==> src/rtl/sgh_pkg.sv <==
`default_nettype none
// ============================================================================
//  Module      : sgh_pkg
//  Description : Shared state encoding and default timing constants for the
//                S-RGH slowdown/speedup sequencer.
//  Revision    : 1.0 - initial release
// ============================================================================
package sgh_pkg;

    // I2C message geometry: every message bit is followed by a block of
    // slowdown delay frames, so one full message lasts this many clocks.
    localparam int BIT_POS_MAX     = 255;
    localparam int SLOWDOWN_DELAYS = 31;
    localparam int DEF_MSG_HOLD    = (BIT_POS_MAX + 1) * (SLOWDOWN_DELAYS + 1);

    // 100 ms of slow mode at 400 kHz before a forced speedup.
    localparam int DEF_SLOW_WINDOW = 40000;
    localparam int DEF_POST_EDGES  = 4;
    localparam int DEF_MAX_RETRY   = 3;
    localparam int DEF_CNT_W       = 16;

    typedef enum logic [2:0] {
        ST_IDLE      = 3'd0,
        ST_ARM       = 3'd1,
        ST_SLOW_HOLD = 3'd2,
        ST_SLOW_WAIT = 3'd3,
        ST_FAST_HOLD = 3'd4,
        ST_DONE      = 3'd5,
        ST_RETRY     = 3'd6,
        ST_FAIL      = 3'd7
    } sgh_state_e;

endpackage
`default_nettype wire

==> src/rtl/sgh_slow_sequencer_if.sv <==
`default_nettype none
// ============================================================================
//  Module      : sgh_slow_sequencer_if
//  Description : Pin-side bundle of the slow sequencer: POST / CPU-reset /
//                glitch-done inputs and the I2C request plus debug outputs.
//  Revision    : 1.0 - initial release
// ============================================================================
interface sgh_slow_sequencer_if;
    logic       post_bit;
    logic       glitch_done;
    logic       cpu_rst_n;
    logic       i2c_send;
    logic [2:0] seq_state;
    logic [1:0] attempt;
    logic       fail;

    // Environment side: drives the pins, observes the sequencer.
    modport master (
        output post_bit, glitch_done, cpu_rst_n,
        input  i2c_send, seq_state, attempt, fail
    );

    // Sequencer side.
    modport slave (
        input  post_bit, glitch_done, cpu_rst_n,
        output i2c_send, seq_state, attempt, fail
    );
endinterface
`default_nettype wire

==> src/rtl/sgh_sync_edge.sv <==
`default_nettype none
// ============================================================================
//  Module      : sgh_sync_edge
//  Description : Two-flop synchroniser for an asynchronous pin followed by a
//                one-cycle rise / fall / any-edge strobe generator.
//  Revision    : 1.0 - initial release
// ============================================================================
module sgh_sync_edge #(
    parameter logic RESET_VAL = 1'b0
) (
    input  wire logic clk,
    input  wire logic rst,
    input  wire logic i_async,
    output logic      o_level,
    output logic      o_rise,
    output logic      o_fall,
    output logic      o_edge
);
    logic r_meta;
    logic r_sync;
    logic r_prev;

    // Resynchronise the pin and keep one older sample for edge detection;
    // all three flops reset to the same value so reset never fakes an edge.
    always_ff @(posedge clk) begin
        if (rst) begin
            r_meta <= RESET_VAL;
            r_sync <= RESET_VAL;
            r_prev <= RESET_VAL;
        end else begin
            r_meta <= i_async;
            r_sync <= r_meta;
            r_prev <= r_sync;
        end
    end

    assign o_level = r_sync;
    assign o_rise  = r_sync & ~r_prev;
    assign o_fall  = ~r_sync & r_prev;
    assign o_edge  = r_sync ^ r_prev;
endmodule
`default_nettype wire

==> src/rtl/sgh_slow_sequencer.sv <==
`default_nettype none
// ============================================================================
//  Module      : sgh_slow_sequencer
//  Description : Requests I2C slowdown after a programmed number of POST bit
//                edges, restores speed on glitch completion or window timeout,
//                and holds every request for a full message time.
//                Optional macro SGH_RETRY_EN: re-arm after a timeout up to
//                MAX_RETRY times instead of failing at once.
//  Revision    : 1.0 - initial release
// ============================================================================
module sgh_slow_sequencer
    import sgh_pkg::*;
#(
    parameter int POST_EDGES  = DEF_POST_EDGES,
    parameter int MSG_HOLD    = DEF_MSG_HOLD,
    parameter int SLOW_WINDOW = DEF_SLOW_WINDOW,
    parameter int MAX_RETRY   = DEF_MAX_RETRY,
    parameter int CNT_W       = DEF_CNT_W
) (
    input  wire logic            clk_400k,
    input  wire logic            rst,
    sgh_slow_sequencer_if.slave  bus
);
    localparam int               c_EDGE_W    = $clog2(POST_EDGES + 1);
    localparam logic [c_EDGE_W-1:0] c_EDGE_LAST = c_EDGE_W'(POST_EDGES - 1);
    localparam logic [CNT_W-1:0] c_HOLD_LAST = CNT_W'(MSG_HOLD - 1);
    localparam logic [CNT_W-1:0] c_WIN_LAST  = CNT_W'(SLOW_WINDOW - 1);

    // Counter must be able to reach both terminal values without saturating.
    generate
        if ((64'(SLOW_WINDOW) > (64'd1 << CNT_W)) || (64'(MSG_HOLD) > (64'd1 << CNT_W))
            || (SLOW_WINDOW < 1) || (MSG_HOLD < 1)) begin : g_cfg_cnt_err
            $error("sgh_slow_sequencer: CNT_W too small for MSG_HOLD/SLOW_WINDOW");
        end
        if ((MAX_RETRY < 0) || (MAX_RETRY > 3) || (POST_EDGES < 1)) begin : g_cfg_param_err
            $error("sgh_slow_sequencer: MAX_RETRY must be 0..3 and POST_EDGES >= 1");
        end
    endgenerate

    logic w_post_lvl, w_post_rise, w_post_fall, w_post_edge;
    logic w_cpu_lvl, w_cpu_rise, w_cpu_fall, w_cpu_edge;
    logic w_unused_strobes;

    // The CPU is assumed held in reset until the synchroniser proves otherwise.
    sgh_sync_edge #(.RESET_VAL(1'b0)) u_sync_post (
        .clk(clk_400k), .rst(rst), .i_async(bus.post_bit),
        .o_level(w_post_lvl), .o_rise(w_post_rise), .o_fall(w_post_fall), .o_edge(w_post_edge)
    );

    sgh_sync_edge #(.RESET_VAL(1'b0)) u_sync_cpu (
        .clk(clk_400k), .rst(rst), .i_async(bus.cpu_rst_n),
        .o_level(w_cpu_lvl), .o_rise(w_cpu_rise), .o_fall(w_cpu_fall), .o_edge(w_cpu_edge)
    );

    assign w_unused_strobes = ^{w_post_lvl, w_post_rise, w_post_fall, w_cpu_rise, w_cpu_edge};

    sgh_state_e          r_state;
    logic [CNT_W-1:0]    r_cnt;
    logic [c_EDGE_W-1:0] r_edge_cnt;
    logic                r_i2c_send;
    logic                r_timed_out;
    logic                r_rst_seen;
    logic                r_fail;
    logic [1:0]          r_attempt;
    logic [CNT_W-1:0]    w_cnt_inc;

    // Shared hold/window counter saturates instead of wrapping.
    assign w_cnt_inc = (r_cnt == '1) ? r_cnt : r_cnt + CNT_W'(1);

    // Main sequencer. r_rst_seen remembers a CPU reset that arrived while the
    // speedup message was still being held, so DONE can fall straight to IDLE.
    always_ff @(posedge clk_400k) begin
        if (rst) begin
            r_state     <= ST_IDLE;
            r_cnt       <= '0;
            r_edge_cnt  <= '0;
            r_i2c_send  <= 1'b0;
            r_timed_out <= 1'b0;
            r_rst_seen  <= 1'b0;
            r_fail      <= 1'b0;
            r_attempt   <= 2'd0;
        end else begin
            case (r_state)
                ST_IDLE: begin
                    r_i2c_send <= 1'b0;
                    r_rst_seen <= 1'b0;
                    if (w_cpu_lvl) begin
                        r_state    <= ST_ARM;
                        r_edge_cnt <= '0;
                    end
                end
                ST_ARM: begin
                    if (!w_cpu_lvl) begin
                        r_state <= ST_IDLE;
                    end else if (w_post_edge) begin
                        r_edge_cnt <= r_edge_cnt + c_EDGE_W'(1);
                        if (r_edge_cnt == c_EDGE_LAST) begin
                            r_i2c_send <= 1'b1;
                            r_cnt      <= '0;
                            r_state    <= ST_SLOW_HOLD;
                        end
                    end
                end
                ST_SLOW_HOLD, ST_SLOW_WAIT: begin
                    if (!w_cpu_lvl) begin
                        // CPU went back into reset: never leave it slowed down.
                        r_i2c_send  <= 1'b0;
                        r_cnt       <= '0;
                        r_timed_out <= 1'b0;
                        r_rst_seen  <= 1'b1;
                        r_state     <= ST_FAST_HOLD;
                    end else if (r_state == ST_SLOW_HOLD) begin
                        // glitch_done ignored until the slowdown message is out.
                        r_cnt <= w_cnt_inc;
                        if (r_cnt >= c_HOLD_LAST) begin
                            r_state <= ST_SLOW_WAIT;
                        end
                    end else if (bus.glitch_done || (r_cnt >= c_WIN_LAST)) begin
                        // Completion beats a coincident timeout.
                        r_i2c_send  <= 1'b0;
                        r_cnt       <= '0;
                        r_timed_out <= ~bus.glitch_done;
                        r_state     <= ST_FAST_HOLD;
                    end else begin
                        r_cnt <= w_cnt_inc;
                    end
                end
                ST_FAST_HOLD: begin
                    r_cnt <= w_cnt_inc;
                    if (w_cpu_fall) begin
                        r_rst_seen <= 1'b1;
                    end
                    if (r_cnt >= c_HOLD_LAST) begin
                        r_state <= r_timed_out ? ST_RETRY : ST_DONE;
                    end
                end
                ST_DONE: begin
                    r_i2c_send <= 1'b0;
                    if (w_cpu_fall || r_rst_seen) begin
                        r_state <= ST_IDLE;
                    end
                end
                ST_RETRY: begin
`ifdef SGH_RETRY_EN
                    if (r_attempt < 2'(MAX_RETRY)) begin
                        r_attempt <= r_attempt + 2'd1;
                        r_state   <= ST_IDLE;
                    end else begin
                        r_fail  <= 1'b1;
                        r_state <= ST_FAIL;
                    end
`else
                    r_fail  <= 1'b1;
                    r_state <= ST_FAIL;
`endif
                end
                ST_FAIL: begin
                    r_fail     <= 1'b1;
                    r_i2c_send <= 1'b0;
                end
                default: begin
                    r_state <= ST_IDLE;
                end
            endcase
        end
    end

    assign bus.i2c_send  = r_i2c_send;
    assign bus.seq_state = r_state;
    assign bus.attempt   = r_attempt;
    assign bus.fail      = r_fail;
endmodule
`default_nettype wire

==> src/flat_wrapper.sv <==
// flat-port wrapper written by rule: the top's interface ports become plain ports
module sgh_slow_sequencer_flat import sgh_pkg::*;
#(
    parameter int POST_EDGES  = DEF_POST_EDGES,
    parameter int MSG_HOLD    = DEF_MSG_HOLD,
    parameter int SLOW_WINDOW = DEF_SLOW_WINDOW,
    parameter int MAX_RETRY   = DEF_MAX_RETRY,
    parameter int CNT_W       = DEF_CNT_W
)
  (clk_400k, rst, bus_post_bit, bus_glitch_done, bus_cpu_rst_n, bus_i2c_send, bus_seq_state, bus_attempt, bus_fail);
  sgh_slow_sequencer_if bus_i ();
  input  wire logic clk_400k;
  input  wire logic rst;
  input wire logic [$bits(bus_i.post_bit)-1:0] bus_post_bit;
  input wire logic [$bits(bus_i.glitch_done)-1:0] bus_glitch_done;
  input wire logic [$bits(bus_i.cpu_rst_n)-1:0] bus_cpu_rst_n;
  output wire logic [$bits(bus_i.i2c_send)-1:0] bus_i2c_send;
  output wire logic [$bits(bus_i.seq_state)-1:0] bus_seq_state;
  output wire logic [$bits(bus_i.attempt)-1:0] bus_attempt;
  output wire logic [$bits(bus_i.fail)-1:0] bus_fail;
  assign bus_i.post_bit = bus_post_bit;
  assign bus_i.glitch_done = bus_glitch_done;
  assign bus_i.cpu_rst_n = bus_cpu_rst_n;
  assign bus_i2c_send = bus_i.i2c_send;
  assign bus_seq_state = bus_i.seq_state;
  assign bus_attempt = bus_i.attempt;
  assign bus_fail = bus_i.fail;
  sgh_slow_sequencer #(.POST_EDGES(POST_EDGES), .MSG_HOLD(MSG_HOLD), .SLOW_WINDOW(SLOW_WINDOW), .MAX_RETRY(MAX_RETRY), .CNT_W(CNT_W)) u_core (.clk_400k(clk_400k), .rst(rst), .bus(bus_i));
endmodule
==> config.mk <==
export PLATFORM = sky130hd
export DESIGN_NAME = sgh_slow_sequencer_flat
export DESIGN_NICKNAME = d
export VERILOG_FILES = /design/src/rtl/sgh_pkg.sv /design/src/rtl/sgh_slow_sequencer_if.sv /design/src/rtl/sgh_sync_edge.sv /design/src/rtl/sgh_slow_sequencer.sv /design/src/flat_wrapper.sv
export SDC_FILE = /design/constraint.sdc
export NUM_CORES = 1
export LEC_CHECK = 0
export CORE_MARGIN = 4
export CORE_UTILIZATION = 40
export DETAILED_ROUTE_END_ITERATION = 7
export MAX_ROUTING_LAYER = met4
export PLACE_DENSITY = 0.61
export SKIP_CTS_REPAIR_TIMING = 1
export SYNTH_ARGS = -nofsm -noshare
export SYNTH_HDL_FRONTEND = slang
export SYNTH_SLANG_ARGS = --single-unit
==> constraint.sdc <==
create_clock -name clk_400k -period 1.95 [get_ports clk_400k]
set_input_delay 0.39 -clock clk_400k [delete_from_list [all_inputs] [get_ports clk_400k]]
set_output_delay 0.39 -clock clk_400k [all_outputs]
set_load 0.01 [all_outputs]
# Yosys cells after proc, flatten, opt, wreduce, memory -nomap -nowiden
# Cells that the tools add are included.
# W data, S select, Z words.
classes:
  add_sub_neg: 2
  n_mul: 0
  div_mod_pow: 0
  n_lt_le_gt_ge: 2
  eq_ne: 25
  shifts: 0
  mux: 37
  bitwise_logic: 4
  n_reduce_logical: 17
ops:
  columns: ["op", "count"]
  rows:
  - ["$mux W16", 7]
  - ["$pmux W16 S3", 1]
  - ["$mux W3", 13]
  - ["$pmux W3 S6", 1]
  - ["$add A16 B1 Y16 const B", 1]
  - ["$eq A16 B16 Y1 const B", 1]
  - ["$ge A16 B13 Y1 const B", 1]
  - ["$ge A16 B16 Y1 const B", 1]
  - ["$eq A3 B3 Y1 const B", 4]
  - ["$mux W1", 11]
  - ["$ne A2 B1 Y1 const B", 5]
  - ["$ne A2 B2 Y1 const B", 5]
  - ["$eq A3 B2 Y1 const B", 3]
  - ["$reduce_bool A3 Y1", 3]
  - ["$reduce_and A4 Y1", 2]
  - ["$reduce_and A8 Y1", 1]
  - ["$ne A3 B2 Y1 const B", 2]
  - ["$ne A3 B3 Y1 const B", 2]
  - ["$pmux W1 S3", 2]
  - ["$pmux W3 S2", 1]
  - ["$reduce_and A3 Y1", 2]
  - ["$reduce_and A6 Y1", 1]
  - ["$reduce_bool A6 Y1", 1]
  - ["$ne A4 B2 Y1 const B", 1]
  - ["other kinds (12)", 15]
totals:
  register_bits: 32
  latch_bits: 0
  mem_bits_rw: 0
  mem_bits_ro: 0
  inputBits: 5
  out_inout_bits: 7
  wordCells: 100
  memories: 0

# Longest topological paths before layout
depth:
  depth_word: 6
  depth_mapped: 8
  depth_no_buf: 6

# By module
# Synthesis repeated with hierarchy kept, for this count alone.
hier_totals:
  hier_cells: 222
  area_unflattened_um2: 1840.5
modules_own_cells:
  columns: ["module", "instances", "cells_each", "area_per_inst_um2", "seq_area_each_um2"]
  rows:
  - ["sgh_slow_sequencer", 1, 200, 1610.3, 520.5]
  - ["sgh_sync_edge", 2, 11, 115.1, 60.1]

# Worst setup path before layout
# No wires, ideal clock.
synth_path:
  path_type: "register -> register"
  start: "reg u_core.r_state[0] (netlist: u_core.bus.seq_state[0])"
  end: "reg u_core.r_cnt[10]"
  setup_ns: 0.117
  arrival_time_ns: 1.605
  t_required_ns: 1.833
  setup_slack_ns: 0.228
  stages_incl_launch_ff: 7
  path_buffers: 1
  synth_period_minus_slack_ns: 1.722
  cell_sequence: "dfxtp_1 > buf_6 > and4bb_2 > a211oi_2 > a211oi_4 > a21o_1 > a22o_1"
synth_via:
  elab_chain_cells: 4
  elab_cells_between_ends: 13
  classes_between: "eq/ne (7); mux (3); reduce/logical (3)"
synth_lines:
  columns: ["element", "line_no", "rtl"]
  rows:
  - ["start: declaration", "sgh_slow_sequencer.sv:57", "sgh_state_e r_state;"]
  - ["start signal: assignment", "sgh_slow_sequencer.sv:134", "r_state <= r_timed_out ? ST_RETRY : ST_DONE;"]
  - ["$eq A3 B2 Y1 (on tied branches)", "sgh_slow_sequencer.sv:83, sgh_slow_sequencer.sv:112", null]
  - ["$mux W16 / $reduce_or A2 Y1 (equally long branches)", "sgh_slow_sequencer.sv:112, sgh_slow_sequencer.sv:83", null]
  - ["$mux W16 / $reduce_bool A3 Y1 (equally long branches)", null, null]
  - ["$pmux W16 S3 / $reduce_and A4 Y1 (equally long branches)", null, null]
  - ["end signal: assignment", "sgh_slow_sequencer.sv:114", "r_cnt <= w_cnt_inc;"]
  - ["end signal: assignment", "sgh_slow_sequencer.sv:125", "r_cnt <= w_cnt_inc;"]
  - ["end signal: assignment", "sgh_slow_sequencer.sv:129", "r_cnt <= w_cnt_inc;"]
  - ["end: declaration", "sgh_slow_sequencer.sv:58", "logic [CNT_W-1:0] r_cnt;"]
# Several ways; a longest one is shown, not always the timed one.
# A chain may end at the register's enable or synchronous reset.

# Final worst setup path
layout_path:
  start: "reg u_core.r_state[0] (netlist: u_core.bus.seq_state[0])"
  end: "out bus_seq_state[0]"
layout_rtl:
  columns: ["element", "line_no", "rtl"]
  rows:
  - ["end: declaration", "flat_wrapper.sv:18", "output wire logic [$bits(bus_i.seq_state)-1:0] bus_seq_state;"]
# No word-level cell between the ends.

==> reports/metrics.csv <==
metric;value;unit
DRC;0;
hpwl dp;3660;um
max reg flops;16;
r2r setup slk;0.13;ns
PD cells;629;nW/um2
final-report hold violation count;0;
HP Start;u_core.u_sync_cpu.r_meta;
Synth cell types;57;
status;finished, final reports clean;
Num CTS Buffers;5;
Tcrit/Tclk final;0.939;
GRT overflow;0;
largest net degree at the start of global routing;17;
worst flop-to-flop path startpoint;u_core.bus.seq_state[1];
WHS Path Cells;1;
Core Box Area;4790;um2
number of global-route vias before repair;1824;
synthesized cell area;2010;um2
Final Non-Filler Cells;348;
Crit Reg-Reg Endpoint;u_core.bus.seq_state[0];
Placed Area;2320;um2
Crit-path slowest cell;clkdlybuf4s50_1;
setup TNS;0;ns
Hold Crit Class;reg2reg;
Tot GR Track Use;0.170;
WL final;4780;um
critical path's top delay family;buffers and inverters;
Critical Path RT;1.56;ns
via count;1911;
Worst setup SP type;flop;
routed vias/inst;5.49;
die height;78.9;um
dpl cells;341;
DIE WIDTH;78.9;um
WHS;0.436;ns
Main synth FF type;dfxtp_1;
Clock Sinks;32;
DR WL/cell;13.7;um
Synth Area per Inst;8.12;um2
Starting Density;0.421;
Max Fclk;0.546;GHz
CTS Root Buffer Type;clkbuf_8;
WP data arrival;1.44;ns
share of layout cells above drive strength 1;0.214;
critical path buffer and inverter count;2;
Pleak;0.000890;uW
gpl congestion;0.931;
Setup crit end kind;output port;
hold worst-path end;u_core.u_sync_cpu.o_level;
ys async rst share;0;
antenna violations before repair;0;
Ports;12;
Seq/Total Area, Yosys;0.318;
total power;1530;uW
number of synthesized flops with an enable pin;0;
CTS tree;yes;
Yosys reg bits;32;
Slew Limit Fails;0;
diode count;0;
initial drt markers;81;
Layout Nets;289;
final instance area;2430;um2
first-pass GRT wire length;8310;um
# rows;25;
final setup fails;0;
final clock skew;0.00696;ns
Clock Tree Buf Depth;2;
largest stage delay on the critical path;0.54;ns
maximum VDD drop;0.000325;V
cells on worst reg2reg path;5;
WP depth;2;
CP Cell Sequence;buf_4 > clkdlybuf4s50_1;
synthesis-to-finish area growth;20.8;%
synthesized instance count;248;
fin crit period;1.83;ns
CP max FO;6;
Die Area;6230;um2
unrepaired setup endpoints after global routing;no;
final antenna-violating net count;0;
CTS H-tree depth;2;
worst-skew pair later-pin latency;0.29;ns
Max-Cap Viols;0;
Port Buffers;9;
Worst-path clk slew;0.07;ns
Biggest register;u_core.r_cnt;
YS warnings;0;
drt first pass iters;4;
kind of critical path;reg2out;
synth_stat cells, types with 2 or more instances:
cell / count / area share
a211oi_2: 2 / 0.012
a21o_1: 4 / 0.015
a21oi_1: 18 / 0.045
a22o_1: 2 / 0.0087
a31oi_1: 4 / 0.012
and3_1: 2 / 0.0062
buf_2: 6 / 0.015
buf_4: 5 / 0.019
buf_6: 3 / 0.017
dfxtp_1: 32 / 0.32
ha_1: 3 / 0.019
inv_1: 12 / 0.022
mux2i_1: 4 / 0.020
nand2_1: 24 / 0.045
nand2b_1: 2 / 0.0062
nand3_1: 17 / 0.042
nand4_1: 13 / 0.040
nand4_2: 2 / 0.012
nor2_1: 22 / 0.041
nor2b_1: 8 / 0.025
nor3_1: 10 / 0.025
nor4_1: 2 / 0.0062
nor4_2: 4 / 0.025
o21ai_0: 3 / 0.0075
o21ai_1: 6 / 0.015
o21bai_1: 2 / 0.0075
o22ai_1: 2 / 0.0062
o311ai_1: 4 / 0.017
o31ai_1: 2 / 0.0075
how the worst max path moves through the flow:
stage	startpoint	to	slack, ns
finish	u_core.bus.seq_state[0]	bus_seq_state[0]	0.12
global route	u_core.r_cnt[10]	u_core.bus.seq_state[0]	0.01
CTS	u_core.r_cnt[0]	u_core.bus.seq_state[0]	0.06
detailed placement	bus_glitch_done	u_core.r_cnt[7]	-0.19
global placement	bus_glitch_done	u_core.r_cnt[3]	-0.14
floorplan	u_core.bus.seq_state[0]	u_core.r_cnt[10]	0.23
cell families (layout without fill, tap and decap cells):
kind of cell             count (synthesis)  in the layout  synth area share
buffers and inverters                   28             60            0.0764
flip-flops                              32             32             0.318
XOR/XNOR                                 1              1           0.00435
multiplexers                             5              5            0.0255
other                                    1              2           0.00186
AO/OA/AOI/OAI                           57             57             0.198
adder cells (fa/ha/maj)                  3              3            0.0186
AND/OR/NAND/NOR                        121            121             0.357
power breakdown:
part	internal [uW]	switching [uW]	total [uW]	leakage [uW]
clock network	314	251	566	0.0000503
logic	133	143	276	0.000580
registers	668	18.2	687	0.000259
total	1120	413	1530	0.000890
routing by layer:
| metal | GRT usage | vias to the layer above | routed length (um) |
|---|---|---|---|
| met5 | - | - | 0 |
| met4 | 0.0567 | 0 | 57 |
| met3 | 0.0329 | 6 | 289 |
| met2 | 0.267 | 50 | 2120 |
| met1 | 0.222 | 886 | 2310 |
| li1 | - | 969 | - |
per-stage QoR:
step	setup WS [ns]	util
after detailed placement	-0.191	0.485
final	0.120	0.508
after global placement	-0.140	0.485
after global routing	0.0149	0.508
after CTS	0.0552	0.505
after floorplan	0.228	-
final cells by class:
type / instances / area (um2)
Timing Repair Buffer: 41 / 330
Clock buffer: 7 / 96.3
Sequential cell: 32 / 642
Fill cell: 486 / 2350
Tap cell: 67 / 83.8
Inverter: 12 / 45.0
Multi-Input combinational cell: 189 / 1230
cells in the final DEF (no fill, tap or decap), types with 6 or more instances in the layout:
master / instances
nor2b_1: 8
nor3_1: 10
dfxtp_1: 31
clkbuf_8: 7
a21oi_1: 18
o21ai_1: 6
nand2_1: 24
clkdlybuf4s50_1: 9
nand3_1: 17
buf_4: 32
nor2_1: 22
nand4_1: 13
inv_1: 12
Power figures use the tool's default switching activity.
